### config.mk
export PLATFORM = sky130hd
export DESIGN_NAME = mem_copy_ctrl_flat
export DESIGN_NICKNAME = d
export VERILOG_FILES = /design/src/rtl/mem_copy_pkg.sv /design/src/rtl/mem_copy_ctrl_if.sv /design/src/rtl/mem_copy_addr_gen.sv /design/src/rtl/mem_copy_ctrl.sv /design/src/flat_wrapper.sv
export SDC_FILE = /design/constraint.sdc
export NUM_CORES = 1
export LEC_CHECK = 0
export BUFFER_PORTS_ARGS = -buffer_cell sky130_fd_sc_hd__clkbuf_2
export CORE_ASPECT_RATIO = 0.75
export CORE_UTILIZATION = 35
export CTS_CLUSTER_SIZE = 28
export DETAILED_ROUTE_END_ITERATION = 7
export GPL_TIMING_DRIVEN = 1
export PLACE_DENSITY = 0.65
export SLEW_MARGIN = 20
export SYNTH_ARGS = -nofsm -noshare
export SYNTH_HDL_FRONTEND = slang
export SYNTH_SLANG_ARGS = --single-unit
### constraint.sdc
create_clock -name clk -period 1.8 [get_ports clk]
set_input_delay 0.09 -clock clk [delete_from_list [all_inputs] [get_ports clk]]
set_output_delay 0.09 -clock clk [all_outputs]
set_load 0.005 [all_outputs]
### src/rtl/mem_copy_pkg.sv
// Shared types and default sizes for the block-copy sequencer.
// Sub-module mem_copy_addr_gen is sensitive to the MEMCOPY_OVERLAP_EN macro.
package mem_copy_pkg;

  localparam int unsigned DM_ADDRESS_DEF = 9;
  localparam int unsigned DATA_W_DEF     = 32;
  localparam int unsigned LEN_W_DEF      = 10;

  typedef enum logic [1:0] {
    StIdle,
    StRd,
    StWr,
    StDone
  } mem_copy_state_t;

endpackage

### src/rtl/mem_copy_ctrl_if.sv
// Command and data-memory port bundle of mem_copy_ctrl.
// slave is the sequencer side, master is the control-unit/memory side.
interface mem_copy_ctrl_if
  import mem_copy_pkg::*;
#(
  parameter int unsigned DM_ADDRESS = DM_ADDRESS_DEF,
  parameter int unsigned DATA_W     = DATA_W_DEF,
  parameter int unsigned LEN_W      = LEN_W_DEF
) ();

  logic                  start;
  logic [DM_ADDRESS-1:0] src;
  logic [DM_ADDRESS-1:0] dst;
  logic [LEN_W-1:0]      len;
  logic                  busy;
  logic                  done;
  logic                  stall_cpu;
  logic                  cp_rd_en;
  logic [DM_ADDRESS-1:0] cp_rd_addr;
  logic [DATA_W-1:0]     cp_rd_data;
  logic                  cp_wr_en;
  logic [DM_ADDRESS-1:0] cp_wr_addr;
  logic [DATA_W-1:0]     cp_wr_data;

  modport slave (
    input  start, src, dst, len, cp_rd_data,
    output busy, done, stall_cpu, cp_rd_en, cp_rd_addr, cp_wr_en, cp_wr_addr, cp_wr_data
  );

  modport master (
    output start, src, dst, len, cp_rd_data,
    input  busy, done, stall_cpu, cp_rd_en, cp_rd_addr, cp_wr_en, cp_wr_addr, cp_wr_data
  );

endinterface

### src/rtl/mem_copy_addr_gen.sv
// Source/destination pointer pair for the block copy; direction chosen at launch.
// MEMCOPY_OVERLAP_EN adds descending (memmove) copies for forward-overlapping ranges.
module mem_copy_addr_gen
  import mem_copy_pkg::*;
#(
  parameter int unsigned DM_ADDRESS = DM_ADDRESS_DEF,
  parameter int unsigned LEN_W      = LEN_W_DEF
) (
  input  logic                  clk,
  input  logic                  rst_n,
  input  logic                  launch,
  input  logic                  step,
  input  logic [DM_ADDRESS-1:0] src,
  input  logic [DM_ADDRESS-1:0] dst,
  input  logic [LEN_W-1:0]      len,
  output logic [DM_ADDRESS-1:0] src_cur,
  output logic [DM_ADDRESS-1:0] dst_cur
);

  logic [DM_ADDRESS-1:0] src_q;
  logic [DM_ADDRESS-1:0] dst_q;

`ifdef MEMCOPY_OVERLAP_EN
  logic                  desc_q;
  logic                  desc_d;
  logic [DM_ADDRESS-1:0] diff;
  logic [DM_ADDRESS-1:0] len_dec;

  // Destination starts inside the source window: copy from the top down.
  assign diff    = dst - src;
  assign desc_d  = (dst > src) && ({{(LEN_W - DM_ADDRESS){1'b0}}, diff} < len);
  assign len_dec = DM_ADDRESS'(len - LEN_W'(1));

  always_ff @(posedge clk or negedge rst_n) begin
    if (!rst_n) begin
      desc_q <= 1'b0;
      src_q  <= '0;
      dst_q  <= '0;
    end else if (launch) begin
      desc_q <= desc_d;
      src_q  <= desc_d ? src + len_dec : src;
      dst_q  <= desc_d ? dst + len_dec : dst;
    end else if (step) begin
      src_q <= desc_q ? src_q - DM_ADDRESS'(1) : src_q + DM_ADDRESS'(1);
      dst_q <= desc_q ? dst_q - DM_ADDRESS'(1) : dst_q + DM_ADDRESS'(1);
    end
  end
`else
  logic unused_len;
  assign unused_len = ^len;

  always_ff @(posedge clk or negedge rst_n) begin
    if (!rst_n) begin
      src_q <= '0;
      dst_q <= '0;
    end else if (launch) begin
      src_q <= src;
      dst_q <= dst;
    end else if (step) begin
      src_q <= src_q + DM_ADDRESS'(1);
      dst_q <= dst_q + DM_ADDRESS'(1);
    end
  end
`endif

  assign src_cur = src_q;
  assign dst_cur = dst_q;

endmodule

### src/rtl/mem_copy_ctrl.sv
// Multi-word block-copy sequencer: one word per RD/WR pair via a buffer register.
// Overlap-safe (memmove) direction selection is compiled in with MEMCOPY_OVERLAP_EN.
module mem_copy_ctrl
  import mem_copy_pkg::*;
#(
  parameter int unsigned DM_ADDRESS = DM_ADDRESS_DEF,
  parameter int unsigned DATA_W     = DATA_W_DEF,
  parameter int unsigned LEN_W      = LEN_W_DEF
) (
  input logic            clk,
  input logic            rst_n,
  mem_copy_ctrl_if.slave bus
);

  mem_copy_state_t       state_q;
  logic                  busy_q;
  logic                  done_q;
  logic                  rd_en_q;
  logic                  wr_en_q;
  logic [LEN_W-1:0]      remaining_q;
  logic [DATA_W-1:0]     buf_q;
  logic                  launch;
  logic                  step;
  logic [DM_ADDRESS-1:0] src_cur;
  logic [DM_ADDRESS-1:0] dst_cur;

  assign launch = (state_q == StIdle) && bus.start;
  assign step   = (state_q == StWr);

  mem_copy_addr_gen #(
    .DM_ADDRESS(DM_ADDRESS),
    .LEN_W     (LEN_W)
  ) u_addr_gen (
    .clk    (clk),
    .rst_n  (rst_n),
    .launch (launch),
    .step   (step),
    .src    (bus.src),
    .dst    (bus.dst),
    .len    (bus.len),
    .src_cur(src_cur),
    .dst_cur(dst_cur)
  );

  // Output flags are registered alongside the state they belong to.
  always_ff @(posedge clk or negedge rst_n) begin
    if (!rst_n) begin
      state_q     <= StIdle;
      busy_q      <= 1'b0;
      done_q      <= 1'b0;
      rd_en_q     <= 1'b0;
      wr_en_q     <= 1'b0;
      remaining_q <= '0;
      buf_q       <= '0;
    end else begin
      unique case (state_q)
        StIdle: begin
          if (bus.start) begin
            remaining_q <= bus.len;
            busy_q      <= 1'b1;
            if (bus.len == '0) begin
              state_q <= StDone;
              done_q  <= 1'b1;
            end else begin
              state_q <= StRd;
              rd_en_q <= 1'b1;
            end
          end
        end
        StRd: begin
          buf_q   <= bus.cp_rd_data;
          rd_en_q <= 1'b0;
          wr_en_q <= 1'b1;
          state_q <= StWr;
        end
        StWr: begin
          wr_en_q     <= 1'b0;
          remaining_q <= remaining_q - LEN_W'(1);
          if (remaining_q == LEN_W'(1)) begin
            state_q <= StDone;
            done_q  <= 1'b1;
          end else begin
            state_q <= StRd;
            rd_en_q <= 1'b1;
          end
        end
        StDone: begin
          done_q  <= 1'b0;
          busy_q  <= 1'b0;
          state_q <= StIdle;
        end
        default: begin
          state_q <= StIdle;
          busy_q  <= 1'b0;
          done_q  <= 1'b0;
          rd_en_q <= 1'b0;
          wr_en_q <= 1'b0;
        end
      endcase
    end
  end

  assign bus.busy       = busy_q;
  assign bus.done       = done_q;
  assign bus.stall_cpu  = busy_q;
  assign bus.cp_rd_en   = rd_en_q;
  assign bus.cp_rd_addr = src_cur;
  assign bus.cp_wr_en   = wr_en_q;
  assign bus.cp_wr_addr = dst_cur;
  assign bus.cp_wr_data = buf_q;

endmodule

### src/flat_wrapper.sv
// flat-port wrapper written by rule: the top's interface ports become plain ports
module mem_copy_ctrl_flat import mem_copy_pkg::*;
#(
  parameter int unsigned DM_ADDRESS = DM_ADDRESS_DEF,
  parameter int unsigned DATA_W     = DATA_W_DEF,
  parameter int unsigned LEN_W      = LEN_W_DEF
)
  (clk, rst_n, bus_start, bus_src, bus_dst, bus_len, bus_cp_rd_data, bus_busy, bus_done, bus_stall_cpu, bus_cp_rd_en, bus_cp_rd_addr, bus_cp_wr_en, bus_cp_wr_addr, bus_cp_wr_data);
  mem_copy_ctrl_if #(.DM_ADDRESS(DM_ADDRESS), .DATA_W(DATA_W), .LEN_W(LEN_W)) bus_i ();
  input logic clk;
  input logic rst_n;
  input wire logic [$bits(bus_i.start)-1:0] bus_start;
  input wire logic [$bits(bus_i.src)-1:0] bus_src;
  input wire logic [$bits(bus_i.dst)-1:0] bus_dst;
  input wire logic [$bits(bus_i.len)-1:0] bus_len;
  input wire logic [$bits(bus_i.cp_rd_data)-1:0] bus_cp_rd_data;
  output wire logic [$bits(bus_i.busy)-1:0] bus_busy;
  output wire logic [$bits(bus_i.done)-1:0] bus_done;
  output wire logic [$bits(bus_i.stall_cpu)-1:0] bus_stall_cpu;
  output wire logic [$bits(bus_i.cp_rd_en)-1:0] bus_cp_rd_en;
  output wire logic [$bits(bus_i.cp_rd_addr)-1:0] bus_cp_rd_addr;
  output wire logic [$bits(bus_i.cp_wr_en)-1:0] bus_cp_wr_en;
  output wire logic [$bits(bus_i.cp_wr_addr)-1:0] bus_cp_wr_addr;
  output wire logic [$bits(bus_i.cp_wr_data)-1:0] bus_cp_wr_data;
  assign bus_i.start = bus_start;
  assign bus_i.src = bus_src;
  assign bus_i.dst = bus_dst;
  assign bus_i.len = bus_len;
  assign bus_i.cp_rd_data = bus_cp_rd_data;
  assign bus_busy = bus_i.busy;
  assign bus_done = bus_i.done;
  assign bus_stall_cpu = bus_i.stall_cpu;
  assign bus_cp_rd_en = bus_i.cp_rd_en;
  assign bus_cp_rd_addr = bus_i.cp_rd_addr;
  assign bus_cp_wr_en = bus_i.cp_wr_en;
  assign bus_cp_wr_addr = bus_i.cp_wr_addr;
  assign bus_cp_wr_data = bus_i.cp_wr_data;
  mem_copy_ctrl #(.DM_ADDRESS(DM_ADDRESS), .DATA_W(DATA_W), .LEN_W(LEN_W)) u_core (.clk(clk), .rst_n(rst_n), .bus(bus_i));
endmodule
Word level (Yosys, flattened, before mapping)
Cells that the tools add are included.
Widths: inputs -> output; s select.
{ "classes": {"muxes": 21, "eq_ne": 9, "n_reduce_logical": 13, "n_addsub": 3} }
{ "ops": {"columns": ["op", "n"], "rows": [
  ["$mux 9", 4],
  ["$pmux 10 s2", 1],
  ["$add 9x1->9 const B", 2],
  ["$eq 10x1->1 const B", 1],
  ["$logic_not 10->1", 1],
  ["$mux 10", 1],
  ["$ne 2x2->1 const B", 5],
  ["$sub 10x1->10 const B", 1],
  ["$pmux 2 s4", 1],
  ["$reduce_and 4->1", 2],
  ["$reduce_bool 2->1", 4],
  ["$mux 1", 7],
  ["$mux 2", 3],
  ["$pmux 1 s3", 2],
  ["$reduce_bool 3->1", 2],
  ["$eq 2x2->1 const B", 2],
  ["$pmux 1 s2", 2],
  ["$reduce_and 2->1", 2],
  ["$eq 2x1->1 const B", 1],
  ["$logic_not 2->1", 1],
  ["$logic_and 1x1->1", 1]
]} }
{ "word_totals": {"inputBits": 63, "reg_bits": 66} }

Logic depth before layout (Yosys ltp)
Gate-level depths: netlist of run 1.
{ "logic_depth": {"depth_word": 4, "mapped_depth": 8, "ltp_nobuf": 6} }

Cells and area by module
Synthesis of run 1 repeated with hierarchy kept, for this count alone.
{ "unflattened": {"hier_cells": 294, "area_unflattened_um2": 3213.1} }
{ "modules_own_cells": {"columns": ["mod", "cells_per_inst", "instances", "area_per_inst_um2"], "rows": [
  ["mem_copy_ctrl", 184, 1, 2218.4],
  ["mem_copy_addr_gen", 110, 1, 994.7]
]} }

Worst setup path before layout of run 1
OpenSTA, ideal clock, no wires.
{ "synth_timing": {"path_kind": "register to register", "startpoint": "reg u_core.state_q[0]", "endpoint": "reg u_core.remaining_q[8]", "period_less_slack_ns": 1.730, "setup_slack_ns": 0.070, "t_arrival_ns": 1.594, "path_stages_with_launch": 9, "cell_sequence": "dfrtp_1 > inv_1 > ha_1 > buf_2 > and2_1 > buf_4 > mux2_2 > o22ai_1 > a21oi_1"} }
{ "synth_between": {"elab_chain_cells": 3} }
{ "synth_rtl": {"columns": ["element", "line", "text"], "rows": [
  ["from (decl)", "mem_copy_ctrl.sv:15", "mem_copy_state_t state_q;"],
  ["from (signal assigned)", "mem_copy_ctrl.sv:48", "state_q <= StIdle;"],
  ["from (signal assigned)", "mem_copy_ctrl.sv:62", "state_q <= StDone;"],
  ["from (signal assigned)", "mem_copy_ctrl.sv:65", "state_q <= StRd;"],
  ["$eq 2x2->1 or $logic_not 2->1 (tied branches)", "mem_copy_ctrl.sv:56", "unique case (state_q)"],
  ["$reduce_bool 2->1 (no line) or $ne 2x2->1 (tied branches)", null, null],
  ["$reduce_and 2->1 (no line)", null, null],
  ["to (signal assigned)", "mem_copy_ctrl.sv:59", "remaining_q <= bus.len;"],
  ["to (signal assigned)", "mem_copy_ctrl.sv:78", "remaining_q <= remaining_q - LEN_W'(1);"],
  ["to (decl)", "mem_copy_ctrl.sv:20", "logic [LEN_W-1:0] remaining_q;"]
]} }
Several ways; a longest one is shown, not always the timed one.
A chain may end at the register's enable or synchronous reset.

Worst setup path after layout of run 1
{ "layout_timing": {"startpoint": "reg u_core.state_q[0]", "endpoint": "reg u_core.remaining_q[7]"} }
The elaborated chain is that of the path after synthesis.

==> Implementation_results.wiki, run 1 <==
{| class="wikitable"
! Metric !! Value
|-
| Number of vias in the routed layout || 2,919
|-
| Maximum number of pins on one net before global-route repair || 55
|-
| Critical path start-end classification || flop to flop
|-
| PwrDens || 742.3 nW/um^2
|-
| Number of global-route vias before repair || 2,982
|-
| Count of final max-slew check failures || 0
|-
| Count of clock tree sinks || 66
|-
| Minimum clock period after layout || 1.696 ns
|-
| Post-Route Skew || 0.006440 ns
|-
| Unrepaired setup endpoints after global routing || yes
|-
| Cts bufs inserted || 9
|-
| Number of antenna violations at the first check in global routing || 0
|-
| Maximum buffer depth of the clock tree || 2
|-
| Clock transition time at the flip-flop clock pins of the worst setup and hold paths || 0.05 ns
|-
| Post-synthesis sequential area ratio || 49.07%
|-
| Count of final hold-check violations || 0
|-
| Iter 0 DRT Violations || 116
|-
| Fraction of layout instances using a drive strength above 1 || 39.26%
|-
| Slew of the pin with the lowest slew margin || 0.4953 ns
|-
| Post-route clock period utilization || 94.24%
|-
| Most heavily used metal layer in global routing || met2
|-
| Die Height || 86.93 um
|-
| Top-level I/O count || 118
|-
| Number of distinct library cells after synthesis || 42
|-
| Vias per cell || 4.770
|-
| Highest fanout seen on the critical path || 5
|-
| Starting density of the core || 36.60%
|-
| Total Neg Setup Slack || 0 ns
|-
| Grt met2 use || 28.70%
|-
| Required time reported for the critical path endpoint || 2.01 ns
|-
| Hold Crit Class || primary input to flop
|-
| Arrival time of data at the critical path endpoint || 1.90 ns
|-
| Result of the run || completed
|-
| Sum of net half-perimeters after detailed placement || 5587 um
|-
| Per-instance average area after synthesis || 10.79 um^2
|-
| Post-CTS repair timing setup buffer count || 0
|-
| Chip Width || 115.2 um
|-
| Layout Area Growth over Synthesis || 47.10%
|-
| Detailed Routing Iterations Pass 1 || 4
|-
| Clk_lat worst skew || 0.33 ns
|-
| Residual DRC count || 0
|-
| Wire length per cell || 13.75 um
|-
| Antenna diode count || 0
|-
| Number of nets in the synthesized netlist || 384
|-
| Buffers added on ports || 117
|-
| Die area || 10,020 um^2
|-
| Global routing met3 resource utilization || 6.959%
|-
| Clk Tree Root Cell || sky130_fd_sc_hd__clkbuf_16
|-
| Worst relative slew slack || 66.68%
|-
| Summed area of non-filler cells in the final layout || 4951 um^2
|-
| Maximum vdd ir drop || 0.6618 mV
|-
| P_leak || 2.363 nW
|-
| Final WL || 8412 um
|-
| Synthesis Warnings || 0
|-
| Count of flip-flops with a built-in enable after synthesis || 0
|-
| Max Cap Violations || 0
|-
| Post-synth top flop || sky130_fd_sc_hd__dfrtp_1
|-
| Routing usage on met1 || 22.36%
|-
| Final setup violation count || 0
|-
| Synth area leaders || sky130_fd_sc_hd__dfrtp_1, sky130_fd_sc_hd__mux2_2, sky130_fd_sc_hd__o21ai_0
|-
| TritonCTS clock tree || done
|-
| Crit end category || flop
|-
| Worst Hold Slack || 0.005421 ns
|-
| Standard cell area after detailed placement || 4141 um^2
|-
| H-tree depth reported by CTS || 3
|-
| Ys async rst share || 100.0%
|-
| Cell accounting for the most synthesized area || sky130_fd_sc_hd__dfrtp_1
|-
| Number of synthesized register bits || 66
|-
| Area fraction of the dominant cell type after synthesis || 49.07%
|-
| First-pass GRT wire length || 13,770 um
|-
| Highest Clock Rate || 589.5 MHz
|-
| Total overflow reported by the global router || 0
|-
| Layout Nets || 553
|-
| Core area || 9196 um^2
|-
| Final GP Congestion || 0.7706
|-
| Mapped Area || 3366 um^2
|-
| Final ANT Viol Nets || 0
|-
| Global-route total usage across every layer || 18.05%
|-
| Cell count after synthesis || 312
|-
| Sort of element at the start of the critical path || flop
|-
| Standard-cell row count || 30
|}
-- timing repair --
item / in CTS / in global routing
gates resized for setup: 0 / 5
setup endpoints to repair: 0 / 16
hold buffers: 48 / 0
endpoints found under the hold margin: 59 / 0
-- cell families (layout without fill, tap and decap cells) --
kind of cell | after synthesis | in the layout | share of synthesized area [%]
adders and majority gates | 9 | 9 | 3.346
and+or+nand+nor | 87 | 87 | 13.98
DFF | 66 | 66 | 49.07
muxes | 46 | 46 | 14.98
buffers and inverters | 32 | 204 | 4.461
AOI/OAI and AO/OA | 56 | 56 | 10.00
xor gates and xnor gates | 16 | 16 | 4.163
-- critical path: stages, from the launching register on --
cell and delay [ns]:
sky130_fd_sc_hd__dfrtp_1 0.40, sky130_fd_sc_hd__inv_1 0.16, sky130_fd_sc_hd__ha_1 0.23, sky130_fd_sc_hd__and2_2 0.24
sky130_fd_sc_hd__mux2_2 0.35, sky130_fd_sc_hd__o22ai_1 0.14, sky130_fd_sc_hd__a21oi_1 0.05
-- area by class of cell --
cell class / count / area, um^2
fill: 826 / 4245
sequential: 66 / 1652
multi-input combinational: 214 / 1585
timing repair buffer: 178 / 1201
clock buffer: 11 / 242.7
tap: 128 / 160.2
clock inverter: 3 / 65.06
inverter: 12 / 45.04
-- path summary, 6_finish.rpt --
check	from	endpoint	slack (ns)	depth (start not counted)
max	u_core.state_q[0]$_DFFE_PN0N_	u_core.remaining_q[7]$_DFFE_PN0P_	0.10	6
min	bus_cp_rd_data[2]	u_core.bus.cp_wr_data[2]$_DFFE_PN0P_	0.005	2
max reg2reg	u_core.state_q[0]$_DFFE_PN0N_	u_core.remaining_q[7]$_DFFE_PN0P_	0.10	6
min reg2reg	u_core.bus.cp_wr_data[22]$_DFFE_PN0P_	u_core.bus.cp_wr_data[22]$_DFFE_PN0P_	0.51	1
max in group asynchronous	rst_n	u_core.bus.cp_wr_data[7]$_DFFE_PN0P_	0.99	3
min in group asynchronous	rst_n	u_core.u_addr_gen.dst_cur[2]$_DFFE_PN0P_	0.21	2
-- cells in the final DEF (no fill, tap or decap), types with 2 or more instances in the layout --
cell,n
sky130_fd_sc_hd__a211oi_1,2
sky130_fd_sc_hd__a21oi_1,10
sky130_fd_sc_hd__a221o_1,2
sky130_fd_sc_hd__a221oi_1,2
sky130_fd_sc_hd__and3_1,3
sky130_fd_sc_hd__and4_1,2
sky130_fd_sc_hd__buf_12,3
sky130_fd_sc_hd__buf_4,10
sky130_fd_sc_hd__bufinv_16,2
sky130_fd_sc_hd__clkbuf_16,9
sky130_fd_sc_hd__clkbuf_2,116
sky130_fd_sc_hd__dfrtp_1,66
sky130_fd_sc_hd__dlygate4sd3_1,48
sky130_fd_sc_hd__ha_1,8
sky130_fd_sc_hd__inv_1,12
sky130_fd_sc_hd__mux2_2,35
sky130_fd_sc_hd__mux2i_1,11
sky130_fd_sc_hd__nand2_1,30
sky130_fd_sc_hd__nand2b_1,3
sky130_fd_sc_hd__nand3_1,15
sky130_fd_sc_hd__nand3b_1,3
sky130_fd_sc_hd__nand4_1,7
sky130_fd_sc_hd__nor2_1,10
sky130_fd_sc_hd__nor3_1,2
sky130_fd_sc_hd__o21ai_0,27
sky130_fd_sc_hd__o22ai_1,8
sky130_fd_sc_hd__or2_2,2
sky130_fd_sc_hd__xnor2_1,6
sky130_fd_sc_hd__xor2_1,10
-- flip-flops by register name (all words and copies together), names as in the netlist --
name	cells
u_core.bus.cp_wr_en	1
u_core.bus.done	1
u_core.u_addr_gen.src_cur	9
u_core.remaining_q	10
u_core.u_addr_gen.dst_cur	9
u_core.bus.busy	1
u_core.bus.cp_wr_data	32
u_core.state_q	2
u_core.bus.cp_rd_en	1
-- synthesized netlist by cell type (6+ instances only) --
cell type	number
sky130_fd_sc_hd__dfrtp_1	66
sky130_fd_sc_hd__mux2_2	35
sky130_fd_sc_hd__nand2_1	30
sky130_fd_sc_hd__o21ai_0	27
sky130_fd_sc_hd__nand3_1	15
sky130_fd_sc_hd__buf_2	12
sky130_fd_sc_hd__inv_1	12
sky130_fd_sc_hd__mux2i_1	11
sky130_fd_sc_hd__a21oi_1	10
sky130_fd_sc_hd__nor2_1	10
sky130_fd_sc_hd__xor2_1	10
sky130_fd_sc_hd__ha_1	9
sky130_fd_sc_hd__o22ai_1	8
sky130_fd_sc_hd__nand4_1	7
sky130_fd_sc_hd__xnor2_1	6
-- per-layer routing --
layer / up-vias / wire [um]
li1: 1436 / -
met1: 1381 / 3755
met4: 0 / 115
met5: - / 0
met2: 92 / 3951
met3: 10 / 589
-- stage by stage --
step	util [%]	setup WS (ns)	total power, mW	cells
5_1_grt	53.84	0.003008	3.805	612
4_1_cts	53.61	0.03605	3.705	612
3_5_place_dp	45.03	0.02758	1.774	550
2_1_floorplan	-	0.06977	1.618	312
3_3_place_gp	45.03	0.1308	1.769	550
6_report	53.84	0.1036	3.675	612
-- where the power goes --
part / switching, mW / leakage, nW / internal, mW / total [mW]
combinational: 0.113 / 1.42 / 0.177 / 0.290
clock: 0.611 / 0.151 / 1.23 / 1.84
sequential: 0.0200 / 0.793 / 1.52 / 1.54
total: 0.744 / 2.36 / 2.93 / 3.68
Note: power is estimated with default switching activity, not from simulation.
==> inputs of run 2 (changes only) <==
--- a/config.mk
+++ b/config.mk
@@ -11,8 +11,9 @@
 export CTS_CLUSTER_SIZE = 28
 export DETAILED_ROUTE_END_ITERATION = 7
 export GPL_TIMING_DRIVEN = 1
-export PLACE_DENSITY = 0.65
-export SLEW_MARGIN = 20
+export PLACE_DENSITY = 0.62
+export SETUP_SLACK_MARGIN = 0.15
+export SLEW_MARGIN = 25
 export SYNTH_ARGS = -nofsm -noshare
 export SYNTH_HDL_FRONTEND = slang
 export SYNTH_SLANG_ARGS = --single-unit
==> constraint.sdc (replaced) <==
create_clock -name clk -period 1.85 [get_ports clk]
set_input_delay 0.0925 -clock clk [delete_from_list [all_inputs] [get_ports clk]]
set_output_delay 0.0925 -clock clk [all_outputs]
set_load 0.005 [all_outputs]
==> run 2 against run 1 <==
Against the previous run:
- core utilization is 0.23 points lower
- global-route usage down 0.30 points
- design area is 0.43% lower
- sequential power decreased by 3%
- register-to-register slack improved by 0.12 ns
- highest routed layer unchanged
- count of clock-buffer cells in the layout increased by 1
- wire length decreased by 3.2%
==> Implementation_results.wiki, run 2 (synthesized netlist as in run 1, its figures left out) <==
{| class="wikitable"
! Metric !! Value
|-
| Routed metal-1 wirelength || 3743 um (-0.32%)
|-
| Detailed Routing Iterations Pass 1 || 4 (unchanged)
|-
| Layout Nets || 552 (-0.18%)
|-
| Count of clock tree sinks || 66 (unchanged)
|-
| Core area || 9196 um^2 (unchanged)
|-
| Unrepaired setup endpoints after global routing || yes
|-
| Critical Path Slowest Stage Cell || sky130_fd_sc_hd__dfrtp_1
|-
| Slew of the pin with the lowest slew margin || 0.5390 ns (+0.04375 ns)
|-
| Clk Tree Root Cell || sky130_fd_sc_hd__clkbuf_16
|-
| Summed area of non-filler cells in the final layout || 4930 um^2 (-0.43%)
|-
| Tot Pwr || 3.479 mW (-5.3%)
|-
| Buffers added on ports || 117 (unchanged)
|-
| Wire length per cell || 13.28 um (-3.4%)
|-
| Antenna diode count || 0 (unchanged)
|-
| TritonCTS clock tree || done
|-
| Cts bufs inserted || 9 (unchanged)
|-
| Placed instance count || 549 (-0.18%)
|-
| Worst relative slew slack || 63.73% (-2.9 points)
|-
| CP cell instances || inv_1 -> ha_2 -> and2_4 -> mux2_2 -> o22ai_1 -> a21oi_1
|-
| Most common cell after layout, fill and taps aside || sky130_fd_sc_hd__clkbuf_2
|-
| Hold Crit Class || primary input to flop
|-
| Portion of total power attributed to sequential cells || 43.1% (+1.1 points)
|-
| Share of power burned in the clock network || 49.0% (-1.1 points)
|-
| Switch Pwr || 0.7494 mW (+0.68%)
|-
| Worst-case setup margin in the final layout || 0.2220 ns (+0.1184 ns)
|-
| Number of global-route vias before repair || 2,922 (-2.0%)
|-
| Clk_lat worst skew || 0.33 ns (about the same)
|-
| Maximum buffer depth of the clock tree || 2 (unchanged)
|-
| Chip Width || 115.2 um (unchanged)
|-
| Detailed-routed wire length on met3 || 595 um (+1.0%)
|-
| Total overflow reported by the global router || 0 (unchanged)
|-
| PwrDens || 705.7 nW/um^2 (-4.9%)
|-
| Number of vias in the routed layout || 2,902 (-0.58%)
|-
| Die Height || 86.93 um (unchanged)
|-
| Max Cap Violations || 0 (unchanged)
|-
| Highest fanout seen on the critical path || 5 (unchanged)
|-
| Clock transition time at the flip-flop clock pins of the worst setup and hold paths || 0.06 ns (about the same)
|-
| Die area || 10,020 um^2 (unchanged)
|-
| Fraction of power spent switching nets || 21.54% (+1.3 points)
|-
| H-tree depth reported by CTS || 3 (unchanged)
|-
| Internal power of the cells || 2.730 mW (-6.9%)
|-
| Setup slack at placement || 0.09044 ns (+0.06286 ns)
|-
| Logic pwr share || 7.9% (about the same)
|-
| Vias per cell || 4.734 (-0.74%)
|-
| Post-route clock period utilization || 88.00% (-6.2 points)
|-
| Maximum number of pins on one net before global-route repair || 67 (+22%)
|-
| Count of final hold-check violations || 0 (unchanged)
|-
| Sum of net half-perimeters after detailed placement || 5502 um (-1.5%)
|-
| Starting density of the core || 36.60% (unchanged)
|-
| First-pass GRT wire length || 13,690 um (-0.55%)
|-
| Final setup violation count || 0 (unchanged)
|-
| Biggest cell delay along the critical path || 0.44 ns (+0.04 ns)
|-
| Cell Count, Final, Fillers Out || 613 (+0.16%)
|-
| Highest Clock Rate || 614.3 MHz (+4.2%)
|-
| Top-level I/O count || 118 (unchanged)
|-
| Layout Area Growth over Synthesis || 46.47%
|-
| Final WL || 8140 um (-3.2%)
|-
| Top metal layer carrying routed signals || met4
|-
| Global-route total usage across every layer || 17.74% (-0.30 points)
|-
| Required time reported for the critical path endpoint || 2.06 ns (+0.05 ns)
|-
| Maximum vdd ir drop || 0.5466 mV (-17%)
|-
| Fraction of layout instances using a drive strength above 1 || 39.79% (+0.54 points)
|-
| Count of final max-slew check failures || 0 (unchanged)
|-
| Flip-flop count of the largest register, all copies and words added || 32 (unchanged)
|-
| Result of the run || completed
|-
| Minimum clock period after layout || 1.628 ns (-0.06842 ns)
|-
| Final ANT Viol Nets || 0 (unchanged)
|-
| P_leak || 2.348 nW (-0.61%)
|-
| Iter 0 DRT Violations || 124 (+6.9%)
|-
| Detailed route wirelength on metal2 || 3693 um (-6.5%)
|-
| Standard-cell row count || 30 (unchanged)
|-
| Number of antenna violations at the first check in global routing || 0 (unchanged)
|-
| Total Neg Setup Slack || 0 ns (unchanged)
|-
| Standard cell area after detailed placement || 4121 um^2 (-0.48%)
|-
| Final GP Congestion || 0.7774 (+0.88%)
|-
| Arrival time of data at the critical path endpoint || 1.84 ns (-0.06 ns)
|-
| Critical path start-end classification || flop to flop
|-
| Crit end category || flop
|-
| Commonest non-fill, non-tap cells in the layout || sky130_fd_sc_hd__clkbuf_2, sky130_fd_sc_hd__dfrtp_1, sky130_fd_sc_hd__dlygate4sd3_1
|-
| Post-Route Skew || 0.005157 ns (-0.001282 ns)
|-
| Sort of element at the start of the critical path || flop
|-
| Residual DRC count || 0 (unchanged)
|}
-- run 2: cell types whose count changed in the layout (fill, tap and decap cells not counted), sizes merged --
cell	change
bufinv	-1
clkinvlp	+1
dlygate4sd3	-1
clkbuf	+1
clkinv	+1
-- run 2: metal layers --
metal / GRT usage, % / vias to the layer above
li1: - / 1437
met4: 6.021 / 0
met1: 22.41 / 1357
met3: 6.472 / 12
met5: 0 / -
met2: 28.20 / 96
-- run 2: final timing paths --
path / cells past startpoint / endpoint / slack, ns / startpoint
min in group asynchronous: 3 / u_core.remaining_q[6]$_DFFE_PN0P_ / 0.30 / rst_n
hold reg to reg: 1 / u_core.bus.cp_wr_data[4]$_DFFE_PN0P_ / 0.51 / u_core.bus.cp_wr_data[4]$_DFFE_PN0P_
setup / recovery: 6 / u_core.remaining_q[8]$_DFFE_PN0P_ / 0.22 / u_core.state_q[1]$_DFFE_PN0N_
max in group asynchronous: 3 / u_core.bus.cp_rd_en$_DFFE_PN0P_ / 1.25 / rst_n
hold / removal: 2 / u_core.bus.cp_wr_data[16]$_DFFE_PN0P_ / 0.007 / bus_cp_rd_data[16]
setup reg to reg: 6 / u_core.remaining_q[8]$_DFFE_PN0P_ / 0.22 / u_core.state_q[1]$_DFFE_PN0N_
-- run 2: timing repair --
| item | CTS | global route |
|---|---|---|
| pin swaps | 0 | 1 |
| endpoints found under the setup margin | 6 | 18 |
| gates resized for setup | 5 | 6 |
| hold buffers | 47 | 0 |
| hold endpoints to repair | 112 | 0 |
| setup buffers | 0 | 1 |
-- run 2: area by class of cell --
type | instances | area [um^2]
Timing Repair Buffer | 177 | 1186
Tap cell | 128 | 160.2
Fill cell | 819 | 4267
Clock buffer | 12 | 246.5
Sequential cell | 66 | 1652
Inverter | 12 | 45.04
Multi-Input combinational cell | 214 | 1589
Clock inverter | 4 | 51.30
-- run 2: critical path: cells and delay by family, from the launching register on --
kind / cells / cell delay, ns
flops: 1 / 0.44
fa+ha+maj: 1 / 0.24
mux: 1 / 0.33
compound gates: 2 / 0.19
simple gates: 1 / 0.19
buf+inv: 1 / 0.13
-- run 2: metrics by stage --
stage / util, % / hold slack [ns]
3_5_place_dp: 44.82 / 0.1418
4_1_cts: 53.31 / 0.001140
6_report: 53.61 / 0.007460
5_1_grt: 53.61 / 0.008562
2_1_floorplan: - / -0.2031
3_3_place_gp: 44.82 / 0.1435
-- run 2: power by group through the flow --
stage | sequential (mW) | combinational (mW) | clock (mW)
after floorplan | 1.53 | 0.0485 | 0
after global placement | 1.52 | 0.197 | 0
after detailed placement | 1.52 | 0.201 | 0
after CTS | 1.50 | 0.278 | 1.76
after global routing | 1.50 | 0.306 | 1.80
final | 1.50 | 0.275 | 1.70
